--- src/rtl/seq_detector_if.sv ---
`default_nettype none
// ============================================================================
// Module      : seq_detector_if
// Description : Symbol-stream and configuration bundle for seq_detector.
//               master : symbol source / configuring agent
//               slave  : the detector
//               Signals: in_valid, in_sym, overlap, cfg_load, cfg_pattern,
//               cnt_clr (to detector); match, match_cnt (from detector).
//               match_cnt exists only when SEQDET_COUNT_EN is defined.
// Revision    : 1.0 - initial release
// ============================================================================
interface seq_detector_if #(
  parameter int unsigned SYM_W   = 1,
  parameter int unsigned PAT_LEN = 3,
  parameter int unsigned CNT_W   = 8
);
  logic                     in_valid;
  logic [SYM_W-1:0]         in_sym;
  logic                     overlap;
  logic                     cfg_load;
  logic [PAT_LEN*SYM_W-1:0] cfg_pattern;
  logic                     cnt_clr;
  logic                     match;

`ifdef SEQDET_COUNT_EN
  logic [CNT_W-1:0]         match_cnt;

  modport master (
    output in_valid, in_sym, overlap, cfg_load, cfg_pattern, cnt_clr,
    input  match, match_cnt
  );
  modport slave (
    input  in_valid, in_sym, overlap, cfg_load, cfg_pattern, cnt_clr,
    output match, match_cnt
  );
`else
  localparam int unsigned c_cnt_w_unused = CNT_W;

  modport master (
    output in_valid, in_sym, overlap, cfg_load, cfg_pattern, cnt_clr,
    input  match
  );
  modport slave (
    input  in_valid, in_sym, overlap, cfg_load, cfg_pattern, cnt_clr,
    output match
  );
`endif
endinterface
`default_nettype wire

--- src/rtl/seq_detector.sv ---
`default_nettype none
// ============================================================================
// Module      : seq_detector
// Description : Runtime-programmable symbol-sequence detector. Emits a
//               one-cycle registered pulse on match each time the programmed
//               pattern completes in the accepted symbol stream, with
//               selectable overlapping / non-overlapping match mode.
//               Ports : clk, reset_n (async, active-low),
//                       bus (seq_detector_if.slave) carrying the symbol
//                       stream, configuration and match outputs.
//               Macro : SEQDET_COUNT_EN enables the saturating match counter
//                       (match_cnt) and its synchronous clear (cnt_clr).
// Revision    : 1.0 - initial release
// ============================================================================
module seq_detector #(
  parameter int unsigned                 SYM_W     = 1,
  parameter int unsigned                 PAT_LEN   = 3,
  parameter logic [PAT_LEN*SYM_W-1:0]    PAT_RESET = '0,
  parameter int unsigned                 CNT_W     = 8
) (
  input  wire logic     clk,
  input  wire logic     reset_n,
  seq_detector_if.slave bus
);

  localparam int unsigned           c_HIST_W    = PAT_LEN * SYM_W;
  localparam int unsigned           c_FILL_W    = $clog2(PAT_LEN + 1);
  localparam logic [c_FILL_W-1:0]   c_FILL_FULL = c_FILL_W'(PAT_LEN);
  localparam logic [c_FILL_W-1:0]   c_FILL_ONE  = c_FILL_W'(1);

  // HUNT: fewer than PAT_LEN symbols collected; ARMED: history is full.
  typedef enum logic [0:0] {
    HUNT  = 1'b0,
    ARMED = 1'b1
  } state_t;

  state_t                r_state;
  state_t                w_state_nxt;
  logic [c_HIST_W-1:0]   r_pat;
  logic [c_HIST_W-1:0]   r_hist;
  logic [c_HIST_W-1:0]   w_hist_nxt;
  logic [c_HIST_W-1:0]   w_hist_sh;
  logic [c_FILL_W-1:0]   r_fill;
  logic [c_FILL_W-1:0]   w_fill_nxt;
  logic [c_FILL_W-1:0]   w_fill_inc;
  logic                  w_full;
  logic                  r_match;
  logic                  w_match_nxt;

  // Newest symbol enters the low bits; oldest falls off the top, so a
  // complete history lines up with the pattern's first-symbol-on-top layout.
  assign w_hist_sh  = {r_hist[c_HIST_W-SYM_W-1:0], bus.in_sym};
  assign w_fill_inc = (r_fill == c_FILL_FULL) ? r_fill : r_fill + c_FILL_ONE;
  assign w_full     = (w_fill_inc == c_FILL_FULL);

  always_comb begin
    w_state_nxt = r_state;
    w_hist_nxt  = r_hist;
    w_fill_nxt  = r_fill;
    w_match_nxt = 1'b0;

    if (bus.cfg_load) begin
      // A symbol presented alongside a load is dropped on purpose: it
      // belongs to neither the old nor the new pattern.
      w_fill_nxt  = '0;
      w_state_nxt = HUNT;
    end else if (bus.in_valid) begin
      w_hist_nxt  = w_hist_sh;
      w_fill_nxt  = w_fill_inc;
      w_state_nxt = w_full ? ARMED : HUNT;
      if (w_full && (w_hist_sh == r_pat)) begin
        w_match_nxt = 1'b1;
        // Non-overlapping: forget the matched symbols so the next match
        // needs a full fresh pattern. History content is left as is; the
        // fill count alone gates matching.
        if (!bus.overlap) begin
          w_fill_nxt  = '0;
          w_state_nxt = HUNT;
        end
      end
    end
  end

  always_ff @(posedge clk or negedge reset_n) begin
    if (!reset_n) begin
      r_state <= HUNT;
      r_pat   <= PAT_RESET;
      r_hist  <= '0;
      r_fill  <= '0;
      r_match <= 1'b0;
    end else begin
      r_state <= w_state_nxt;
      r_hist  <= w_hist_nxt;
      r_fill  <= w_fill_nxt;
      r_match <= w_match_nxt;
      if (bus.cfg_load) begin
        r_pat <= bus.cfg_pattern;
      end
    end
  end

  assign bus.match = r_match;

`ifdef SEQDET_COUNT_EN
  logic [CNT_W-1:0] r_cnt;

  // Clear has priority over a coincident match increment.
  always_ff @(posedge clk or negedge reset_n) begin
    if (!reset_n) begin
      r_cnt <= '0;
    end else if (bus.cnt_clr) begin
      r_cnt <= '0;
    end else if (w_match_nxt && (r_cnt != {CNT_W{1'b1}})) begin
      r_cnt <= r_cnt + {{(CNT_W-1){1'b0}}, 1'b1};
    end
  end

  assign bus.match_cnt = r_cnt;
`else
  localparam int unsigned c_cnt_w_unused = CNT_W;
  logic w_cnt_clr_unused;
  assign w_cnt_clr_unused = bus.cnt_clr;
`endif

endmodule
`default_nettype wire

--- src/flat_wrapper.sv ---
// flat-port wrapper written by rule: the top's interface ports become plain ports
module seq_detector_flat 
#(
  parameter int unsigned                 SYM_W     = 1,
  parameter int unsigned                 PAT_LEN   = 3,
  parameter logic [PAT_LEN*SYM_W-1:0]    PAT_RESET = '0,
  parameter int unsigned                 CNT_W     = 8
)
  (clk, reset_n, bus_in_valid, bus_in_sym, bus_overlap, bus_cfg_load, bus_cfg_pattern, bus_cnt_clr, bus_match);
  seq_detector_if #(.SYM_W(SYM_W), .PAT_LEN(PAT_LEN), .CNT_W(CNT_W)) bus_i ();
  input  wire logic clk;
  input  wire logic reset_n;
  input wire logic [$bits(bus_i.in_valid)-1:0] bus_in_valid;
  input wire logic [$bits(bus_i.in_sym)-1:0] bus_in_sym;
  input wire logic [$bits(bus_i.overlap)-1:0] bus_overlap;
  input wire logic [$bits(bus_i.cfg_load)-1:0] bus_cfg_load;
  input wire logic [$bits(bus_i.cfg_pattern)-1:0] bus_cfg_pattern;
  input wire logic [$bits(bus_i.cnt_clr)-1:0] bus_cnt_clr;
  output wire logic [$bits(bus_i.match)-1:0] bus_match;
  assign bus_i.in_valid = bus_in_valid;
  assign bus_i.in_sym = bus_in_sym;
  assign bus_i.overlap = bus_overlap;
  assign bus_i.cfg_load = bus_cfg_load;
  assign bus_i.cfg_pattern = bus_cfg_pattern;
  assign bus_i.cnt_clr = bus_cnt_clr;
  assign bus_match = bus_i.match;
  seq_detector #(.SYM_W(SYM_W), .PAT_LEN(PAT_LEN), .PAT_RESET(PAT_RESET), .CNT_W(CNT_W)) u_core (.clk(clk), .reset_n(reset_n), .bus(bus_i));
endmodule
--- config.mk ---
export PLATFORM = sky130hd
export DESIGN_NAME = seq_detector_flat
export DESIGN_NICKNAME = d
export VERILOG_FILES = /design/src/rtl/seq_detector_if.sv /design/src/rtl/seq_detector.sv /design/src/flat_wrapper.sv
export SDC_FILE = /design/constraint.sdc
export NUM_CORES = 1
export LEC_CHECK = 0
export CORE_AREA = 2 2 39 41
export DETAILED_ROUTE_END_ITERATION = 7
export DIE_AREA = 0 0 41 43
export DONT_BUFFER_PORTS = 1
export PLACE_DENSITY = 0.4
export SETUP_SLACK_MARGIN = 0.3
export SLEW_MARGIN = 20
export SYNTH_ARGS = -nofsm -noshare
export SYNTH_HDL_FRONTEND = slang
export SYNTH_SLANG_ARGS = --single-unit
--- constraint.sdc ---
create_clock -name clk -period 1.3 [get_ports clk]
set_input_delay 0.13 -clock clk [delete_from_list [all_inputs] [get_ports clk]]
set_output_delay 0.13 -clock clk [all_outputs]
set_load 0.02 [all_outputs]
**After elaboration in Yosys (flattened, before gate mapping)**

Cells that the tools add are included.

- Register bits: 8
- Latch bits: 0
- Bits in writable memories: 0
- Bits in read-only memories: 0
- Memories: 0

- $add $sub $neg: 1
- $mul: 0
- Div/mod/pow operators: 0
- Magnitude comparators: 0
- Equality and inequality tests: 3
- Shift operators: 0
- Muxes and demuxes: 8
- Bitwise logic cells: 1
- Reduce and logical (&&, ||, !) cells: 3

Operators with widths:

| cell | number |
|---|---|
| $mux W2 | 5 |
| $eq A2 B2 Y1 const B | 2 |
| $eq A3 B3 Y1 | 1 |
| $mux W1 | 3 |
| $add A2 B1 Y2 const B | 1 |
| $reduce_and A2 Y1 | 1 |
| $reduce_bool A2 Y1 | 1 |
| $logic_and A1 B1 Y1 | 1 |
| $not A1 Y1 | 1 |

**Logic depth before layout (Yosys ltp)**

Gate-level depths: netlist of run 1.

- Depth after elaboration: 7
- Mapped depth: 3
- Mapped depth without buffers: 3

**Least setup slack after synthesis of run 1**

No wires, ideal clock.

- Path kind: register -> register
- Start: register u_core.r_fill[1]
- End: register u_core.r_fill[0]
- Setup time: 0.086 ns
- Arrival: 0.859 ns
- Required time: 1.214 ns
- Slack: 0.355 ns
- Cell stages (with the launch flop): 4
- Period minus slack after synthesis: 0.945 ns
- Path through: dfrtp_1 > and3b_1 > and4_4 > nor3_1

- Longest elaborated chain between the ends: 7
- Elaborated cells on any way between the ends: 9
- Those cells by class: add/sub: 1; eq/ne: 2; mux: 5; reduce/logical: 1

Ends and longest elaborated chain:

| item | line | source |
|---|---|---|
| from (decl) | seq_detector.sv:43 | `logic [c_FILL_W-1:0] r_fill;` |
| from (signal assigned) | seq_detector.sv:94 | `r_fill <= w_fill_nxt;` |
| $add A2 B1 Y2 / $eq A2 B2 Y1 (equally long branches) | seq_detector.sv:53 | `assign w_fill_inc = (r_fill == c_FILL_FULL) ? r_fill : r_fill + c_FILL_ONE;` |
| $mux W2 (*) | seq_detector.sv:53 |  |
| $eq A2 B2 Y1 | seq_detector.sv:54 | `assign w_full = (w_fill_inc == c_FILL_FULL);` |
| $logic_and A1 B1 Y1 | seq_detector.sv:71 | `if (w_full && (w_hist_sh == r_pat)) begin` |
| $mux W2 (*) | seq_detector.sv:71 |  |
| $mux W2 (*) | seq_detector.sv:67 | `end else if (bus.in_valid) begin` |
| $mux W2 (*) | seq_detector.sv:62 | `if (bus.cfg_load) begin` |

Every way passes the cells marked *; elsewhere a longest branch is shown, timed or not. The select of a mux whose other input is x is not followed.
A chain may end at the register's enable or synchronous reset.

**Worst setup path in the final report of run 1**

- Start: input port bus_in_valid
- End: register u_core.r_hist[1]

- Longest elaborated chain between the ends: 1

Ends and longest elaborated chain:

| item | line | source |
|---|---|---|
| from (decl) | flat_wrapper.sv:13 | `input wire logic [$bits(bus_i.in_valid)-1:0] bus_in_valid;` |
| $reduce_and A2 Y1 (no source line) | -- |  |
| to (signal assigned) | seq_detector.sv:93 | `r_hist <= w_hist_nxt;` |
| to (decl) | seq_detector.sv:40 | `logic [c_HIST_W-1:0] r_hist;` |

No other way between the ends.

==> out/summary.txt, run 1 <==
status: finished clean
largest net degree at the start of global routing: 9
Setup WS pre-CTS: 0.296 ns
PnR worst setup slack: 0.299 ns
Cell Area, Synth: 354 um2
Tcrit/Tclk final: 0.770
I/O pin total: 11
CTS tree: built
clk_skew: 0.00936 ns
Clock Path Buffers: 2
via count: 235
switching portion of total power: 0.242
Slew @ Worst Pin: 0.378 ns
Stages on worst setup path: 3
RSZ-0062 raised after global routing: yes
PortBufs: 0
H-tree lvl count: 1
Pwr Density: 1250 nW/um2
Max FO, Critical Path: 5
Die Y: 43 um
initial antenna violation count: 0
GRT Total Usage: 0.101
Pleak: 0.210 nW
Worst path slowest cell: dlygate4sd3_1
area share of fa/ha/maj cells after synthesis: 0
post-synth top area cell: dfrtp_1
critical path class: in -> reg
Clock power frac: 0.321
min-delay src: bus_cfg_pattern[0]
Synth Area per Inst: 13.6 um2
Crit. Startpoint: bus_in_valid
compound-gate portion of the synthesized area: 0.0283
worst skew pair latency: 0.26 ns
worst setup path end: u_core.r_hist[1]
Max VDD drop: 0.675 mV
area post-placement: 374 um2
Die Wd: 41 um
clock root cell: clkbuf_4
Synth top area share: 0.565
R2R Path End: u_core.r_fill[0]
Max Slew Vio Count: 0
number of CTS-inserted buffers: 3
vias in the first global route: 255
CTS sink count: 8
DR pass1 iterations: 1
Area Growth Syn to Fin: 33.9%
R2R setup slack: 0.34 ns
first-pass GRT wire length: 1020 um
Antenna Violating Nets Remaining: 0
Critical Path, Cell by Cell: dlygate4sd3_1, nand2b_4, mux2_2
GP Congestion: 0.661
Post-Synth Simple-Gate Area: 0.173
Sequential Power Share: 0.510
Routed WL: 680 um
full die area: 1760 um2
mux cell area share after synthesis: 0.159
ANT cells: 0
Syn Nets: 36
Crit. End Element: flop
WL/cell: 13.6 um
number of synthesis warnings: 0
crit start category: input pin
# setup viols final: 0
Final TNS setup: 0 ns
critical path's largest stage delay: 0.58 ns
Int Power: 449 uW
vias per inst: 4.70
CP bufs+invs: 1
total grt overflow: 0
number of synthesized register bits: 8
layout cell share with drive strength beyond 1: 0.500
design area: 474 um2
power share of the combinational group: 0.169
count of nets after finishing: 46
Psw: 143 uW
top area cells in the synthesized netlist: dfrtp_1 57%, mux2_2 16%, xnor2_1 7.4%, nand2b_4 3.9%, and4_4 3.2%
register area share after synthesis: 0.565
Peak Freq: 999 MHz
min-delay worst type: in -> reg
final hold slack: 0.0203 ns
core box area: 1380 um2
# fillers: 136
final count of hold timing violations: 0
clock-pin slew on the worst setup and hold paths: 0.06 ns
num rows: 14
slew margin rel.: 0.747
main combinational cell family by area after synthesis: simple AND/OR/NAND/NOR gates
distinct cell type count after synthesis: 12
Post-Synthesis Cells: 26
cell family with most CP delay: buffers and inverters
Pwr Total: 592 uW
Initial Util: 0.256
RR Startpoint: u_core.r_pat[1]
XOR/XNOR Fraction of Synth Area: 0.0742
DR iter-0 viols: 0
min Tclk post-route: 1.00 ns
detailed-route DRC error count: 0
Data arrival, critical path: 1.13 ns
CP required: 1.43 ns
reg2reg path depth: 3
max-cap check violation count: 0
cells by family (layout without fill, tap and decap cells):
logic type | after synthesis | after routing
AOI/OAI and AO/OA | 2 | 2
xor gates and xnor gates | 3 | 3
buffers and inverters | 0 | 8
DFF | 8 | 8
muxes | 5 | 5
and+or+nand+nor | 8 | 8
sequential cells by signal, indices dropped and copies added, names as in the netlist:
name	flops
u_core.r_fill	2
u_core.r_hist	2
u_core.bus.match	1
u_core.r_pat	3
cell usage in the layout (no fill, tap or decap):
cell type,n
nor2_1,1
xnor2_2,3
nand4_1,1
dfrtp_1,8
buf_4,2
and3b_1,1
nor3_2,2
mux2_2,5
clkbuf_4,3
and4_4,1
nand2b_4,1
nand3b_1,1
dlygate4sd3_1,3
o21ai_0,1
a21oi_1,1
layer usage:
metal  track usage  vias up  wire length [um]
met5             0        -                 0
li1              -      110                 -
met2         0.134       10               328
met3        0.0995        2                87
met1        0.0951      113               252
met4        0.0600        0                12
synth_stat cells:
cell and number:
a21oi_1 1, and3b_1 1, and4_4 1, dfrtp_1 8, mux2_2 5, nand2b_4 1
nand3b_1 1, nand4_1 1, nor2_1 1, nor3_1 2, o21ai_0 1, xnor2_1 3
power by group through the flow:
stage	clock network (mW)	registers, mW	logic [mW]
floorplan	0	0.295	0.0570
global placement	0	0.300	0.0611
detailed placement	0	0.301	0.0632
CTS	0.207	0.296	0.0837
global route	0.224	0.305	0.108
finish	0.190	0.302	0.100
worst register-to-register path: stages (launching register included):
cell	delay, ns
dfrtp_1	0.40
xnor2_2	0.17
and4_4	0.25
nor3_2	0.04
through the flow:
stage	utilization	cells
CTS	0.319	49
global route	0.343	50
finish	0.343	50
floorplan	-	26
detailed placement	0.270	42
global placement	0.270	42
worst min path at each step:
stage | to | slack, ns | depth (start not counted)
after floorplan | u_core.bus.match | -0.17 | 0
after global placement | u_core.r_fill[1] | -0.17 | 0
after detailed placement | u_core.r_fill[1] | -0.17 | 0
after CTS | u_core.r_pat[0] | 0.006 | 1
after global routing | u_core.r_pat[2] | 0.01 | 1
final | u_core.r_pat[0] | 0.02 | 1
final cells by class:
class	count	area (um2)	share of cell area
multi-input combinational	18	186	0.393
sequential	8	200	0.422
timing repair buffer	5	45.0	0.0950
tap	16	20.0	0.0422
clock buffer	3	22.5	0.0475
repair_timing:
action | 4_1_cts | 5_1_grt
buffers inserted | 1 | 1
pin swaps | 0 | 1
gates resized for setup | 1 | 4
hold buffers | 3 | 0
endpoints found under the setup margin | 2 | 2
endpoints found under the hold margin | 11 | 0
Power figures use the tool's default switching activity.
==> run 2: changes to the inputs <==
Settings changed: PLACE_DENSITY 0.4 to 0.41.
Clock period 1.3 ns to 0.87 ns, I/O delays scaled along.
==> out/summary.txt, run 2 (synthesis gave the netlist of run 1 again) <==
WHS Path Cells: 1 (unchanged)
count of nets after finishing: 47 (+2.2%)
number of CTS-inserted buffers: 3 (unchanged)
CTS tree: built
GRT met3 Usage: 0.0681 (-0.0314)
CTS sink count: 8 (unchanged)
largest net degree at the start of global routing: 9 (unchanged)
DR iter-0 viols: 1 (+1)
num rows: 14 (unchanged)
PortBufs: 0 (unchanged)
max reg flops: 3 (unchanged)
slew margin rel.: 0.757 (+0.00983)
Setup WS pre-CTS: -0.122 ns (-0.418 ns)
first-pass GRT wire length: 1060 um (+4.0%)
Area Growth Syn to Fin: 34.6%
layout cell share with drive strength beyond 1: 0.543 (+0.0429)
reg2reg path depth: 3 (unchanged)
RSZ-0062 raised after global routing: yes
fin cells: 51 (+2.0%)
Detailed Place HPWL: 460 um
placed insts: 46 (+9.5%)
clk_skew: 0.00282 ns (-0.00655 ns)
# fillers: 140 (+2.9%)
I/O pin total: 11 (unchanged)
final hold slack: -0.105 ns (-0.125 ns)
Crit. End Element: flop
DR pass1 iterations: 4 (+3)
worst skew pair latency: 0.26 ns (about the same)
Max VDD drop: 0.838 mV (+24%)
min Tclk post-route: 1.03 ns
GR peak layer: met4
vias per inst: 4.84 (+3.0%)
crit start category: flop
hold buffers post-CTS: 1 (-2)
Slew @ Worst Pin: 0.364 ns (-0.0147 ns)
min-delay src: bus_cfg_load
H-tree lvl count: 1 (unchanged)
register with the most flip-flops: u_core.r_pat
failing checks: hold timing, setup timing
most frequent cells in the layout: 7 x dfrtp_1, 4 x buf_4, 3 x mux2_2, 3 x clkbuf_4
Pleak: 0.217 nW (+3.4%)
Peak Freq: 973 MHz
R2R Path End: u_core.r_fill[0]
clock-pin slew on the worst setup and hold paths: 0.05 ns (about the same)
via count: 247 (+5.1%)
M2 GR Usage: 0.119 (-0.0156)
Data arrival, critical path: 1.17 ns (+0.04 ns)
Max Slew Vio Count: 0 (unchanged)
R2R setup slack: -0.16 ns (-0.50 ns)
Antenna Violating Nets Remaining: 0 (unchanged)
Die Y: 43 um (unchanged)
PnR worst setup slack: -0.158 ns (-0.457 ns)
# setup viols final: 7 (+7)
WL/cell: 14.5 um (+6.7%)
GRT Total Usage: 0.103 (+0.00244)
CP required: 1.01 ns (-0.42 ns)
grt met1 use: 0.110 (+0.0146)
max-cap check violation count: 0 (unchanged)
status: complete, but fails checks
Crit. Startpoint: u_core.r_pat[0]
RR Startpoint: u_core.r_pat[0]
Initial Util: 0.256 (unchanged)
GP Congestion: 0.635 (-3.9%)
full die area: 1760 um2 (unchanged)
Tcrit/Tclk final: 1.18
Max FO, Critical Path: 2 (-3)
Routed WL: 740 um (+8.8%)
Pwr Density: 1930 nW/um2 (+55%)
Clock Path Buffers: 2 (unchanged)
final count of hold timing violations: 7 (+7)
hold path endpoint: u_core.r_fill[0]
total grt overflow: 0 (unchanged)
critical path class: reg -> reg
clock root cell: clkbuf_4
core box area: 1380 um2 (unchanged)
min-delay worst type: in -> reg
ANT cells: 0 (unchanged)
detailed-route DRC error count: 0 (unchanged)
initial antenna violation count: 0 (unchanged)
Die Wd: 41 um (unchanged)
most common cell after layout, fill and taps aside: dfrtp_1
vias in the first global route: 244 (-4.3%)
Final TNS setup: -0.545 ns (-0.545 ns)
Largest regs: u_core.r_pat (3), u_core.r_fill (2), u_core.r_hist (2)
[run 2: changes by cell type in the layout (fill, tap and decap cells not counted), moves of 2 or more]
cell and delta:
buf_4 +2, mux2_2 -2, mux2_4 +2, dlygate4sd3_1 -2
[run 2: worst max path at each step]
stage | endpoint | slack (ns) | depth (start not counted)
after global placement | u_core.r_fill[0] | -0.11 | 3
after global routing | u_core.r_fill[0] | -0.20 | 3
after floorplan | u_core.r_fill[0] | -0.07 | 3
after CTS | u_core.r_fill[0] | -0.12 | 3
after detailed placement | u_core.r_fill[0] | -0.12 | 3
final | u_core.r_fill[0] | -0.16 | 3
[run 2: power by group]
part           total, mW  switching [mW]  internal (mW)
logic              0.184          0.0563          0.127
registers          0.451          0.0389          0.412
clock network      0.286           0.128          0.158
total              0.921           0.223          0.698
[run 2: final cells by class]
cell class | count | area, um2 | area share
Clock buffer | 3 | 22.5 | 0.0472
Sequential cell | 8 | 201 | 0.423
Multi-Input combinational cell | 18 | 181 | 0.381
Timing Repair Buffer | 6 | 51.3 | 0.108
Tap cell | 16 | 20.0 | 0.0420
[run 2: timing repair]
item	4_1_cts	5_1_grt
gates resized for setup	2	4
buffers inserted	1	0
hold endpoints to repair	15	7
endpoints found under the setup margin	9	9
[run 2: metal layers]
layer,share of wire,up-vias
met5,0,-
met4,0.054,0
met3,0.076,5
met2,0.51,12
met1,0.36,116
li1,-,114
[run 2: critical path, stage by stage, from the launching register on]
cell and delay, ns:
dfrtp_1 0.39, xnor2_1 0.21, and4_4 0.26, nor3_2 0.05
[run 2: through the flow]
stage	total power [mW]	hold slack (ns)	cell area, um2	utilization
5_1_grt	0.978	-0.124	477	0.344
2_1_floorplan	0.531	-0.209	358	-
3_5_place_dp	0.573	-0.208	408	0.295
4_1_cts	0.900	-0.120	457	0.330
3_3_place_gp	0.571	-0.208	408	0.295
6_report	0.921	-0.105	477	0.344
==> run 3: changes to the inputs <==
==> constraint.sdc (replaced) <==
create_clock -name clk -period 0.87 [get_ports clk]
set_input_delay 0.0435 -clock clk [delete_from_list [all_inputs] [get_ports clk]]
set_output_delay 0.0435 -clock clk [all_outputs]
set_load 0.02 [all_outputs]
==> out/summary.txt, run 3 (synthesis gave the netlist of run 1 again) <==
final core utilization: 0.354 (+0.00904)
GP Congestion: 0.660 (+3.9%)
first-pass GRT wire length: 1000 um (-5.8%)
GRT Total Usage: 0.0943 (-0.00913)
hold path endpoint: u_core.r_fill[1]
initial antenna violation count: 0 (unchanged)
RSZ-0062 raised after global routing: yes
critical path's largest stage delay: 0.37 ns (-0.02 ns)
design area: 489 um2 (+2.6%)
core box area: 1380 um2 (unchanged)
vias per inst: 4.62 (-4.7%)
min Tclk post-route: 0.986 ns (-0.0421 ns)
Die Y: 43 um (unchanged)
Largest regs: u_core.r_pat (3), u_core.r_fill (2), u_core.r_hist (2)
Peak Freq: 1010 MHz (+4.3%)
status: complete, but fails checks
hold buffers post-CTS: 1 (unchanged)
Initial Util: 0.256 (unchanged)
most frequent cells in the layout: 7 x dfrtp_1, 5 x buf_4, 3 x mux2_2, 3 x clkbuf_4
final count of hold timing violations: 7 (unchanged)
max-cap check violation count: 0 (unchanged)
Clock Path Buffers: 2 (unchanged)
register with the most flip-flops: u_core.r_pat
PnR worst setup slack: -0.116 ns (+0.0421 ns)
R2R Path End: u_core.r_fill[1]
DR pass1 iterations: 1 (-3)
crit start category: flop
CTS tree: built
WL/cell: 12.1 um (-16%)
Routed WL: 631 um (-15%)
R2R setup slack: -0.12 ns (+0.04 ns)
largest net degree at the start of global routing: 9 (unchanged)
Setup WS pre-CTS: -0.118 ns (+0.00388 ns)
count of nets after finishing: 48 (+2.1%)
Max FO, Critical Path: 2 (unchanged)
Max VDD drop: 0.638 mV (-24%)
most common cell after layout, fill and taps aside: dfrtp_1
Final TNS setup: -0.476 ns (+0.0688 ns)
WHS Path Cells: 1 (unchanged)
Pwr Total: 911 uW (-1.0%)
DR iter-0 viols: 0 (-1)
vias in the first global route: 258 (+5.7%)
num rows: 14 (unchanged)
Data arrival, critical path: 1.16 ns (about the same)
min-delay src: bus_cfg_load
Die Wd: 41 um (unchanged)
failing checks: hold timing, setup timing
full die area: 1760 um2 (unchanged)
clk_skew: 0.00342 ns (+0.000608 ns)
I/O pin total: 11 (unchanged)
Pwr Density: 1860 nW/um2 (-3.6%)
layout cell share with drive strength beyond 1: 0.583 (+0.0405)
via count: 240 (-2.8%)
clock-pin slew on the worst setup and hold paths: 0.05 ns (about the same)
Area Growth Syn to Fin: 38.2%
Tcrit/Tclk final: 1.13 (-0.0484)
detailed-route DRC error count: 0 (unchanged)
slew margin rel.: 0.754 (-0.00234)
total grt overflow: 0 (unchanged)
Worst path slowest cell: dfrtp_1
CP bufs+invs: 0 (unchanged)
CTS sink count: 8 (unchanged)
area post-placement: 415 um2 (+1.8%)
Crit. End Element: flop
Pleak: 0.224 nW (+3.2%)
reg2reg path depth: 3 (unchanged)
ANT cells: 0 (unchanged)
max reg flops: 3 (unchanged)
cell family with most CP delay: simple AND/OR/NAND/NOR gates
number of CTS-inserted buffers: 3 (unchanged)
CP required: 1.04 ns (+0.03 ns)
worst skew pair latency: 0.25 ns (about the same)
min-delay worst type: in -> reg
final hold slack: -0.147 ns (-0.0423 ns)
Slew @ Worst Pin: 0.367 ns (+0.00350 ns)
Critical Path, Cell by Cell: and3b_1, and4_4, nor3_2
H-tree lvl count: 1 (unchanged)
RR Startpoint: u_core.r_fill[1]
Max Slew Vio Count: 0 (unchanged)
Antenna Violating Nets Remaining: 0 (unchanged)
# setup viols final: 8 (+1)
critical path class: reg -> reg
PortBufs: 0 (unchanged)
clock root cell: clkbuf_4
## run 3: metrics by stage
step | cells | hold slack [ns]
finish | 52 | -0.147
global route | 52 | -0.170
CTS | 52 | -0.150
detailed placement | 47 | -0.252
global placement | 47 | -0.252
floorplan | 26 | -0.252
## run 3: report_power, final
group | internal [mW] | total, mW | switching, mW
Combinational | 0.132 | 0.185 | 0.0534
Clock | 0.157 | 0.277 | 0.120
Sequential | 0.412 | 0.449 | 0.0365
## run 3: per-layer routing
metal / track usage / vias up / share of wire
met2: 0.122 / 7 / 0.55
met5: 0 / - / 0
met4: 0.0800 / 0 / 0
met1: 0.0963 / 116 / 0.38
li1: - / 117 / -
met3: 0.0681 / 0 / 0.065
## run 3: repair_timing
| action | 4_1_cts | 5_1_grt |
|---|---|---|
| hold endpoints to repair | 15 | 7 |
| setup endpoints to repair | 9 | 9 |
| pin swaps | 1 | 1 |
| setup buffers | 1 | 0 |
| gates resized for setup | 2 | 5 |
| cloned | 0 | 0 |
## run 3: worst max path at each step
stage / start / to / slack [ns] / cells after the start
2_1_floorplan: u_core.r_fill[1] / u_core.r_fill[0] / -0.07 / 3
3_3_place_gp: u_core.r_pat[1] / u_core.r_fill[0] / -0.10 / 3
3_5_place_dp: u_core.r_hist[0] / u_core.r_fill[0] / -0.12 / 3
4_1_cts: u_core.r_hist[0] / u_core.r_fill[1] / -0.11 / 3
5_1_grt: u_core.r_hist[0] / u_core.r_fill[1] / -0.16 / 3
6_report: u_core.r_fill[1] / u_core.r_fill[1] / -0.12 / 3
## run 3: final cells by class
class                   count  area [um2]
flip-flops and latches      8         201
repair buffers              7        58.8
fillers                   141         895
multi-input cells          18         186
clock buffers               3        22.5
well taps                  16        20.0
